--- config.mk ---
export PLATFORM = sky130hd
export DESIGN_NAME = vga_timing_gen_flat
export DESIGN_NICKNAME = d
export VERILOG_FILES = /design/src/rtl/vga_timing_gen_pkg.sv /design/src/rtl/vga_timing_gen_if.sv /design/src/rtl/vga_timing_gen_sync_delay_line.sv /design/src/rtl/vga_timing_gen.sv /design/src/flat_wrapper.sv
export SDC_FILE = /design/constraint.sdc
export NUM_CORES = 1
export LEC_CHECK = 0
export ABC_AREA = 1
export BUFFER_PORTS_ARGS = -buffer_cell sky130_fd_sc_hd__buf_4
export CORE_AREA = 4 4 86 88
export DETAILED_ROUTE_END_ITERATION = 6
export DIE_AREA = 0 0 90 92
export GPL_TIMING_DRIVEN = 0
export PLACE_DENSITY_LB_ADDON = 0.25
export SLEW_MARGIN = 15
export SYNTH_ARGS = -nofsm -noshare
export SYNTH_HDL_FRONTEND = slang
export SYNTH_SLANG_ARGS = --single-unit
export TNS_END_PERCENT = 100
--- constraint.sdc ---
create_clock -name xclk -period 4.4 [get_ports xclk]
set_input_delay 0.88 -clock xclk [delete_from_list [all_inputs] [get_ports xclk]]
set_output_delay 0.88 -clock xclk [all_outputs]
set_load 0.005 [all_outputs]
--- src/rtl/vga_timing_gen_pkg.sv ---
// Shared raster constants and types for the VGA timing generator.
// Defaults describe 640x480@60 with a 25 MHz pixel clock.
package vga_timing_gen_pkg;

    localparam int COORD_W = 10;

    localparam int DEF_H_ACT  = 640;
    localparam int DEF_H_FP   = 16;
    localparam int DEF_H_SYNC = 96;
    localparam int DEF_H_BP   = 48;
    localparam int DEF_V_ACT  = 480;
    localparam int DEF_V_FP   = 10;
    localparam int DEF_V_SYNC = 2;
    localparam int DEF_V_BP   = 33;

    // Raw (polarity-free) raster state carried down the latency line.
    typedef struct packed {
        logic active;
        logic hs;
        logic vs;
    } raster_t;

    function automatic int span_total(input int act, input int fp, input int sync, input int bp);
        return act + fp + sync + bp;
    endfunction

endpackage

--- src/rtl/vga_timing_gen_if.sv ---
// Pixel-fetch handshake between the timing generator and the pixel pipeline.
interface vga_timing_gen_if #(
    parameter int COLOR_W = 6
);
    import vga_timing_gen_pkg::*;

    logic               req;
    logic [COORD_W-1:0] x;
    logic [COORD_W-1:0] y;
    logic               frame_start;
    logic [COLOR_W-1:0] pix_in;

    modport master (output req, output x, output y, output frame_start, input pix_in);
    modport slave  (input req, input x, input y, input frame_start, output pix_in);

endinterface

--- src/rtl/vga_timing_gen_sync_delay_line.sv ---
// Clock-enabled shift register with async active-low clear to INIT.
// DEPTH=0 degenerates to a combinational pass-through.
module sync_delay_line #(
    parameter int               WIDTH = 3,
    parameter int               DEPTH = 2,
    parameter logic [WIDTH-1:0] INIT  = '0
) (
    input  logic             clk,
    input  logic             rst_n,
    input  logic             ce,
    input  logic [WIDTH-1:0] d,
    output logic [WIDTH-1:0] q
);

    generate
        if (DEPTH == 0) begin : g_pass
            assign q = d;
        end else begin : g_shift
            logic [WIDTH-1:0] sr_p [DEPTH];

            always_ff @(posedge clk or negedge rst_n) begin
                if (!rst_n) begin
                    for (int i = 0; i < DEPTH; i++) sr_p[i] <= INIT;
                end else if (ce) begin
                    sr_p[0] <= d;
                    for (int i = 1; i < DEPTH; i++) sr_p[i] <= sr_p[i-1];
                end
            end

            assign q = sr_p[DEPTH-1];
        end
    endgenerate

endmodule

--- src/rtl/vga_timing_gen.sv ---
// VGA raster timing generator: issues pixel requests and drives sync/blank/colour
// to the DAC, delayed so pins line up with pixels returned LAT ticks after req.
module vga_timing_gen
    import vga_timing_gen_pkg::*;
#(
    parameter int COLOR_W = 6,
    parameter int CLK_DIV = 4,
    parameter int H_ACT   = DEF_H_ACT,
    parameter int H_FP    = DEF_H_FP,
    parameter int H_SYNC  = DEF_H_SYNC,
    parameter int H_BP    = DEF_H_BP,
    parameter int V_ACT   = DEF_V_ACT,
    parameter int V_FP    = DEF_V_FP,
    parameter int V_SYNC  = DEF_V_SYNC,
    parameter int V_BP    = DEF_V_BP,
    parameter bit HS_POL  = 1'b0,
    parameter bit VS_POL  = 1'b0,
    parameter int LAT     = 2
) (
    input  logic               xclk,
    input  logic               rst,
    vga_timing_gen_if.master   pix,
    output logic               de,
    output logic [COLOR_W-1:0] xrgb,
    output logic               xhs,
    output logic               xvs
);

    localparam int H_TOT = span_total(H_ACT, H_FP, H_SYNC, H_BP);
    localparam int V_TOT = span_total(V_ACT, V_FP, V_SYNC, V_BP);
    localparam int DIV_W = (CLK_DIV > 1) ? $clog2(CLK_DIV) : 1;

    generate
        if (H_TOT > 1024 || V_TOT > 1024 || LAT < 0 || LAT > 15 || CLK_DIV < 1) begin : g_bad_params
            $error("vga_timing_gen: illegal timing parameters");
        end
    endgenerate

    logic [DIV_W-1:0]   div;
    logic               tick;
    logic [COORD_W-1:0] h;
    logic [COORD_W-1:0] v;
    raster_t            raw;
    raster_t            raw_p0;
    raster_t            raw_d;
    logic [COORD_W-1:0] x_p0;
    logic [COORD_W-1:0] y_p0;
    logic               fs_p0;

    assign tick = (div == DIV_W'(CLK_DIV - 1));

    always_ff @(posedge xclk or negedge rst) begin
        if (!rst) begin
            div <= '0;
            h   <= '0;
            v   <= '0;
        end else begin
            div <= tick ? '0 : div + 1'b1;
            if (tick) begin
                if (h == COORD_W'(H_TOT - 1)) begin
                    h <= '0;
                    v <= (v == COORD_W'(V_TOT - 1)) ? '0 : v + 1'b1;
                end else begin
                    h <= h + 1'b1;
                end
            end
        end
    end

    always_comb begin
        raw        = '0;
        raw.active = (int'(h) < H_ACT) && (int'(v) < V_ACT);
        raw.hs     = (int'(h) >= H_ACT + H_FP) && (int'(h) < H_ACT + H_FP + H_SYNC);
        raw.vs     = (int'(v) >= V_ACT + V_FP) && (int'(v) < V_ACT + V_FP + V_SYNC);
    end

    // Stage p0: request register; coordinates hold their last active value.
    always_ff @(posedge xclk or negedge rst) begin
        if (!rst) begin
            raw_p0 <= '0;
            x_p0   <= '0;
            y_p0   <= '0;
            fs_p0  <= 1'b0;
        end else begin
            fs_p0 <= tick && (h == '0) && (v == '0);
            if (tick) begin
                raw_p0 <= raw;
                if (raw.active) begin
                    x_p0 <= h;
                    y_p0 <= v;
                end
            end
        end
    end

    assign pix.req         = raw_p0.active;
    assign pix.x           = x_p0;
    assign pix.y           = y_p0;
    assign pix.frame_start = fs_p0;

    // Latency compensation: raster state waits LAT ticks for the pixel to come back.
    sync_delay_line #(
        .WIDTH ($bits(raster_t)),
        .DEPTH (LAT),
        .INIT  ('0)
    ) u_dly (
        .clk   (xclk),
        .rst_n (rst),
        .ce    (tick),
        .d     (raw_p0),
        .q     (raw_d)
    );

    // Final stage: pin register, polarity applied here so the line holds raw state.
    always_ff @(posedge xclk or negedge rst) begin
        if (!rst) begin
            de   <= 1'b0;
            xrgb <= '0;
            xhs  <= ~HS_POL;
            xvs  <= ~VS_POL;
        end else if (tick) begin
            de   <= raw_d.active;
            xrgb <= raw_d.active ? pix.pix_in : '0;
            xhs  <= raw_d.hs ~^ HS_POL;
            xvs  <= raw_d.vs ~^ VS_POL;
        end
    end

endmodule
--- src/flat_wrapper.sv ---
// flat-port wrapper written by rule: the top's interface ports become plain ports
module vga_timing_gen_flat import vga_timing_gen_pkg::*;
#(
    parameter int COLOR_W = 6,
    parameter int CLK_DIV = 4,
    parameter int H_ACT   = DEF_H_ACT,
    parameter int H_FP    = DEF_H_FP,
    parameter int H_SYNC  = DEF_H_SYNC,
    parameter int H_BP    = DEF_H_BP,
    parameter int V_ACT   = DEF_V_ACT,
    parameter int V_FP    = DEF_V_FP,
    parameter int V_SYNC  = DEF_V_SYNC,
    parameter int V_BP    = DEF_V_BP,
    parameter bit HS_POL  = 1'b0,
    parameter bit VS_POL  = 1'b0,
    parameter int LAT     = 2
)
  (xclk, rst, de, xrgb, xhs, xvs, pix_req, pix_x, pix_y, pix_frame_start, pix_pix_in);
  vga_timing_gen_if #(.COLOR_W(COLOR_W)) pix_i ();
  input  logic xclk;
  input  logic rst;
  output logic de;
  output logic [COLOR_W-1:0] xrgb;
  output logic xhs;
  output logic xvs;
  output wire logic [$bits(pix_i.req)-1:0] pix_req;
  output wire logic [$bits(pix_i.x)-1:0] pix_x;
  output wire logic [$bits(pix_i.y)-1:0] pix_y;
  output wire logic [$bits(pix_i.frame_start)-1:0] pix_frame_start;
  input wire logic [$bits(pix_i.pix_in)-1:0] pix_pix_in;
  assign pix_req = pix_i.req;
  assign pix_x = pix_i.x;
  assign pix_y = pix_i.y;
  assign pix_frame_start = pix_i.frame_start;
  assign pix_i.pix_in = pix_pix_in;
  vga_timing_gen #(.COLOR_W(COLOR_W), .CLK_DIV(CLK_DIV), .H_ACT(H_ACT), .H_FP(H_FP), .H_SYNC(H_SYNC), .H_BP(H_BP), .V_ACT(V_ACT), .V_FP(V_FP), .V_SYNC(V_SYNC), .V_BP(V_BP), .HS_POL(HS_POL), .VS_POL(VS_POL), .LAT(LAT)) u_core (.xclk(xclk), .rst(rst), .pix(pix_i), .de(de), .xrgb(xrgb), .xhs(xhs), .xvs(xvs));
endmodule
Word-level counts from Yosys, hierarchy flattened
Cells that the tools add are included.
- add/subtract/negate cells: 3
- magnitude comparators: 6
- equal/unequal tests: 3
- muxes and demuxes: 4
- bitwise logic cells: 2
- reduce and logical (&&, ||, !) cells: 9
- operator list (kind ; count):
    $add A10 B1 Y10 const B ; 2
    $eq A10 B10 Y1 const B ; 2
    $logic_not A10 Y1 ; 2
    $lt A10 B10 Y1 const B ; 2
    $lt A10 B9 Y1 const B ; 2
    $mux W10 ; 2
    $ge A10 B10 Y1 const B ; 1
    $ge A10 B9 Y1 const B ; 1
    $mux W6 ; 1
    $logic_and A1 B1 Y1 ; 5
    $reduce_and A2 Y1 ; 2
    $add A2 B1 Y2 const B ; 1
    $eq A2 B2 Y1 const B ; 1
    $mux W2 ; 1
    $not A1 Y1 ; 2
- register bits: 61
- input bits: 8
- output and inout port bits: 31
- word-level logic and storage cells: 42

Depth between registers and ports, before layout
- depth in word-level cells: 3
- mapped depth: 11
- gate-level depth less buffers: 8

Hierarchy
From an unflattened synthesis, not the netlist that was laid out.
- cell total of the unflattened synthesis: 325
- area, all modules: 2855.2 µm²
- modules (own cells, without submodules) (module ; times used ; cells an instance ; area each (µm²) ; sequential area each (µm²)):
    vga_timing_gen ; 1 ; 297 ; 2611.3 ; 1378.8
    sync_delay_line ; 1 ; 28 ; 244.0 ; 150.1

Worst setup path before layout
No wires, ideal clock.
- path type: register to register
- start point: reg u_core.div[0]
- end point: reg u_core.x_p0[0] (netlist: u_core.pix.x[0])
- setup time: 0.120 ns
- arrival: 1.317 ns
- required time: 4.280 ns
- path slack: 2.963 ns
- cell stages (with the launch flop): 12
- buffers on the path: 3
- period minus slack after synthesis: 1.437 ns
- cell sequence: dfrtp_1 -> ha_1 -> buf_6 -> inv_4 -> nor2_4 -> nand2_1 -> nor2_2 -> nand2_2 -> buf_6 -> buf_12 -> nand2_2 -> o21ai_2
- cells in the longest elaborated chain, start to end: 2
- RTL lines (what ; line ; source):
    from (decl) ; vga_timing_gen.sv:39 ; logic [DIV_W-1:0] div;
    from (signal assigned) ; vga_timing_gen.sv:58 ; div <= tick ? '0 : div + 1'b1;
    $eq A2 B2 Y1 ; vga_timing_gen.sv:50 ; assign tick = (div == DIV_W'(CLK_DIV - 1));
    $reduce_and A2 Y1 (no line) ; - ;
    to (signal assigned) ; vga_timing_gen.sv:89 ; x_p0 <= h;
    to (decl) ; vga_timing_gen.sv:46 ; logic [COORD_W-1:0] x_p0;
Every way passes these cells.
A chain may end at the register's enable or synchronous reset.

Final worst setup path
- start point: reg u_core.xvs
- end point: out xvs
- RTL lines (what ; line ; source):
    from (decl) ; vga_timing_gen.sv:26 ; output logic xvs
    from (signal assigned) ; vga_timing_gen.sv:120 ; xvs <= ~VS_POL;
    from (signal assigned) ; vga_timing_gen.sv:125 ; xvs <= raw_d.vs ~^ VS_POL;
    to (decl) ; flat_wrapper.sv:25 ; output logic xvs;
No word-level cell between the ends.

==> metrics.cfg <==
[outcome]
status = completed

[global_routing]
overflow = 0
grt_pass1_wl_um = 10400
grt_use_total = 0.155
grt_pass1_vias = 2263
antenna_found_initial = 0
grt_start_max_net_pins = 62

[placed_design]
dp_hpwl_um = 4130
io_buffers = 38
place_congestion = 0.844
place_ws_ps = 2840
dpl.cell_count = 444

[logic_synthesis]
syn_area_per_cell_um2 = 8.89
synth_top_family_by_area = simple AND/OR/NAND/NOR gates
synthSimpleGateAreaFrac = 0.266
yosysSeqAreaShare = 0.528
ys_seq_elements = 61
synthFlopType = dfrtp_1
synth.area.mux_share = 0
yosys.area.top_type_share = 0.510
synth_fp_nets = 339
synth_compound_area_frac = 0.0942
synth_edf_count = 0
synth_top_area_cell = dfrtp_1
synth_cell_type_count = 29
async_flop_share = 1.00
netlist_area_um2 = 2900
yosys-top-cells-area = dfrtp_1 51%, nand2_1 12%, o21ai_2 4.8%, o21ai_0 4.3%, nand3_1 4.1%
synthAdderAreaFrac = 0.0216
ys_warn_count = 0
syn_inst = 326
synth_xor_area_frac = 0.0121

[worst_setup_path]
critPathCaptureType = primary output
r2r_cells = 7
critPathBufInv = 1
cp_max_fo = 2
crit_family = flip-flops
crit_start = u_core.xvs$_DFFE_PN1P_
slowest_delay_ps = 530
rr_startpoint = u_core.h[0]$_DFFE_PN0P_
path_depth = 1
rr_endpoint = u_core.v[6]$_DFFE_PN0P_
crit_path_top_delay_cell = dfstp_2
startpoint_type = flip-flop
cp_data_arrival_time_ps = 970
worstPathRequired_ps = 3520
path_cells = buf_4
crit_path_end = xvs
reg2reg_slack_ps = 2790
crit_type = reg -> out

[clock_tree]
post-cts-setup-buffers = 0
clk_pin_slew_worst_paths_ps = 70
cts-hold-fix-buffers = 0
cts_buffers = 9
cts_max_path_buffers = 2
clock_sinks = 61
cts_root_buffer = clkbuf_8
htreeDepth = 3
post_cts_resized = 0
clkLatencyLatePin_ps = 340
cts_tree = built

[pwr]
peakVddDrop_mv = 0.215
design_power_total_w = 0.00119
power_leakage_nw = 1.75
powerDensity_nw_per_um2 = 337

[detailed_routing]
drt_iter0_markers = 96
drtPass1Iterations = 4
detail_route.vias_per_cell = 4.87
routedWlPerCell_um = 12.6
ant_nets = 0
wl_um = 5810
route.vias.total = 2239
drc = 0

[layout]
syn_to_final_growth_pct = 21.6
layout.cells.non_filler = 460
antenna_cells = 0
multi_input_area_um2 = 1140
drive_above_1_share = 0.268
final_util = 0.530
nFillCells = 631
nets = 388
register_area_um2 = 1530

[sta]
maxSlewHeadroom = 0.504
finalSetupViolations = 0
fin_worst_skew_ps = 7.85
worst_slack_ps = 2550
rsz0062_at_grt = false
max_freq_ghz = 0.539
fin_crit_sh = 0.421
finalHoldViolCount = 0
maxSlewViolCount = 0
fin_setup_tns_ps = 0
finalCriticalPeriod_ps = 1850
tightest_slew_ps = 744

[die]
rows = 30
dieArea_um2 = 8280
pin_count = 39
initial_core_util = 0.436
die_x_um = 90
fp.dieH_um = 92
core_um2 = 6640

[job]
maxCapViolCount = 0

[worst_hold_path]
hold_path.class = reg -> reg

per-layer routing:
| metal | GRT usage | part of all wire |
|---|---|---|
| met2 | 0.238 | 0.43 |
| met5 | 0 | 0 |
| met3 | 0.0476 | 0.053 |
| met4 | 0.0612 | 0.018 |
| met1 | 0.205 | 0.50 |
sequential cells by signal, summed over array words and instances (netlist names):
name and cells:
u_core.xrgb 6, u_core.pix.y 10, u_core.pix.req 1, u_core.xvs 1, u_core.pix.x 10, u_core.v 10, u_core.div 2, u_core.pix.frame_start 1
u_core.u_dly.g_shift.sr_p 3, u_core.u_dly.q 3, u_core.de 1, u_core.xhs 1, u_core.raw_p0 2, u_core.h 10
worst min path at each step:
stage / from / end / slack [ps] / cells past startpoint
2_1_floorplan: u_core.div[0]$_DFF_PN0_ / u_core.div[0]$_DFF_PN0_ / 400 / 1
3_3_place_gp: u_core.div[0]$_DFF_PN0_ / u_core.div[0]$_DFF_PN0_ / 410 / 1
3_5_place_dp: u_core.div[0]$_DFF_PN0_ / u_core.div[0]$_DFF_PN0_ / 420 / 1
4_1_cts: u_core.u_dly.q[1]$_DFFE_PN0P_ / u_core.xhs$_DFFE_PN1P_ / 430 / 1
5_1_grt: u_core.div[0]$_DFF_PN0_ / u_core.div[0]$_DFF_PN0_ / 450 / 1
6_report: u_core.u_dly.q[1]$_DFFE_PN0P_ / u_core.xhs$_DFFE_PN1P_ / 430 / 1
power breakdown:
group | internal, W | switching (W) | leakage, nW
logic | 0.00000835 | 0.0000138 | 0.844
clock network | 0.000391 | 0.000207 | 0.121
registers | 0.000564 | 0.00000137 | 0.781
total | 0.000963 | 0.000222 | 1.75
kinds of logic (layout without fill, tap and decap cells):
family / after synthesis / count (layout)
AND/OR/NAND/NOR: 167 / 167
flip-flops: 61 / 61
adder cells (fa/ha/maj): 5 / 5
XOR/XNOR: 4 / 4
buffers and inverters: 47 / 101
AO/OA/AOI/OAI: 42 / 42
synthesized netlist by cell type, types with 2 or more instances:
cell / count
clkbuf_1: 4
nand2_1: 89
xor2_1: 4
ha_1: 5
o21ai_2: 16
nor2_1: 18
dfstp_2: 2
nand2_2: 15
buf_6: 3
nor2_4: 2
nand3_1: 24
nand4_1: 9
dfrtp_1: 59
o21ai_0: 25
nor3_1: 4
buf_4: 2
inv_1: 32
inv_2: 2
through the flow:
stage | area, µm² | hold WS (ps)
floorplan | 2900 | 403
global placement | 3280 | 413
detailed placement | 3280 | 416
CTS | 3520 | 434
global route | 3520 | 454
finish | 3520 | 432
layout make-up:
class,instances,area share
clock inverter,4,0.0270
timing repair buffer,38,0.0810
sequential,61,0.434
tap,80,0.0284
multi-input combinational,218,0.324
inverter,35,0.0380
buffer,12,0.0266
clock buffer,12,0.0412
cell usage in the layout (no fill, tap or decap), types with 3 or more instances in the layout:
| cell | n |
|---|---|
| bufinv_16 | 3 |
| nand4_1 | 9 |
| nand3_1 | 24 |
| inv_1 | 32 |
| xor2_1 | 4 |
| clkbuf_1 | 6 |
| clkbuf_8 | 10 |
| dfrtp_1 | 59 |
| nor2_1 | 18 |
| buf_6 | 3 |
| ha_1 | 5 |
| o21ai_2 | 16 |
| buf_4 | 40 |
| o21ai_0 | 25 |
| nor3_1 | 4 |
| nand2_2 | 15 |
| nand2_1 | 89 |
Note: power is estimated with default switching activity, not from simulation.
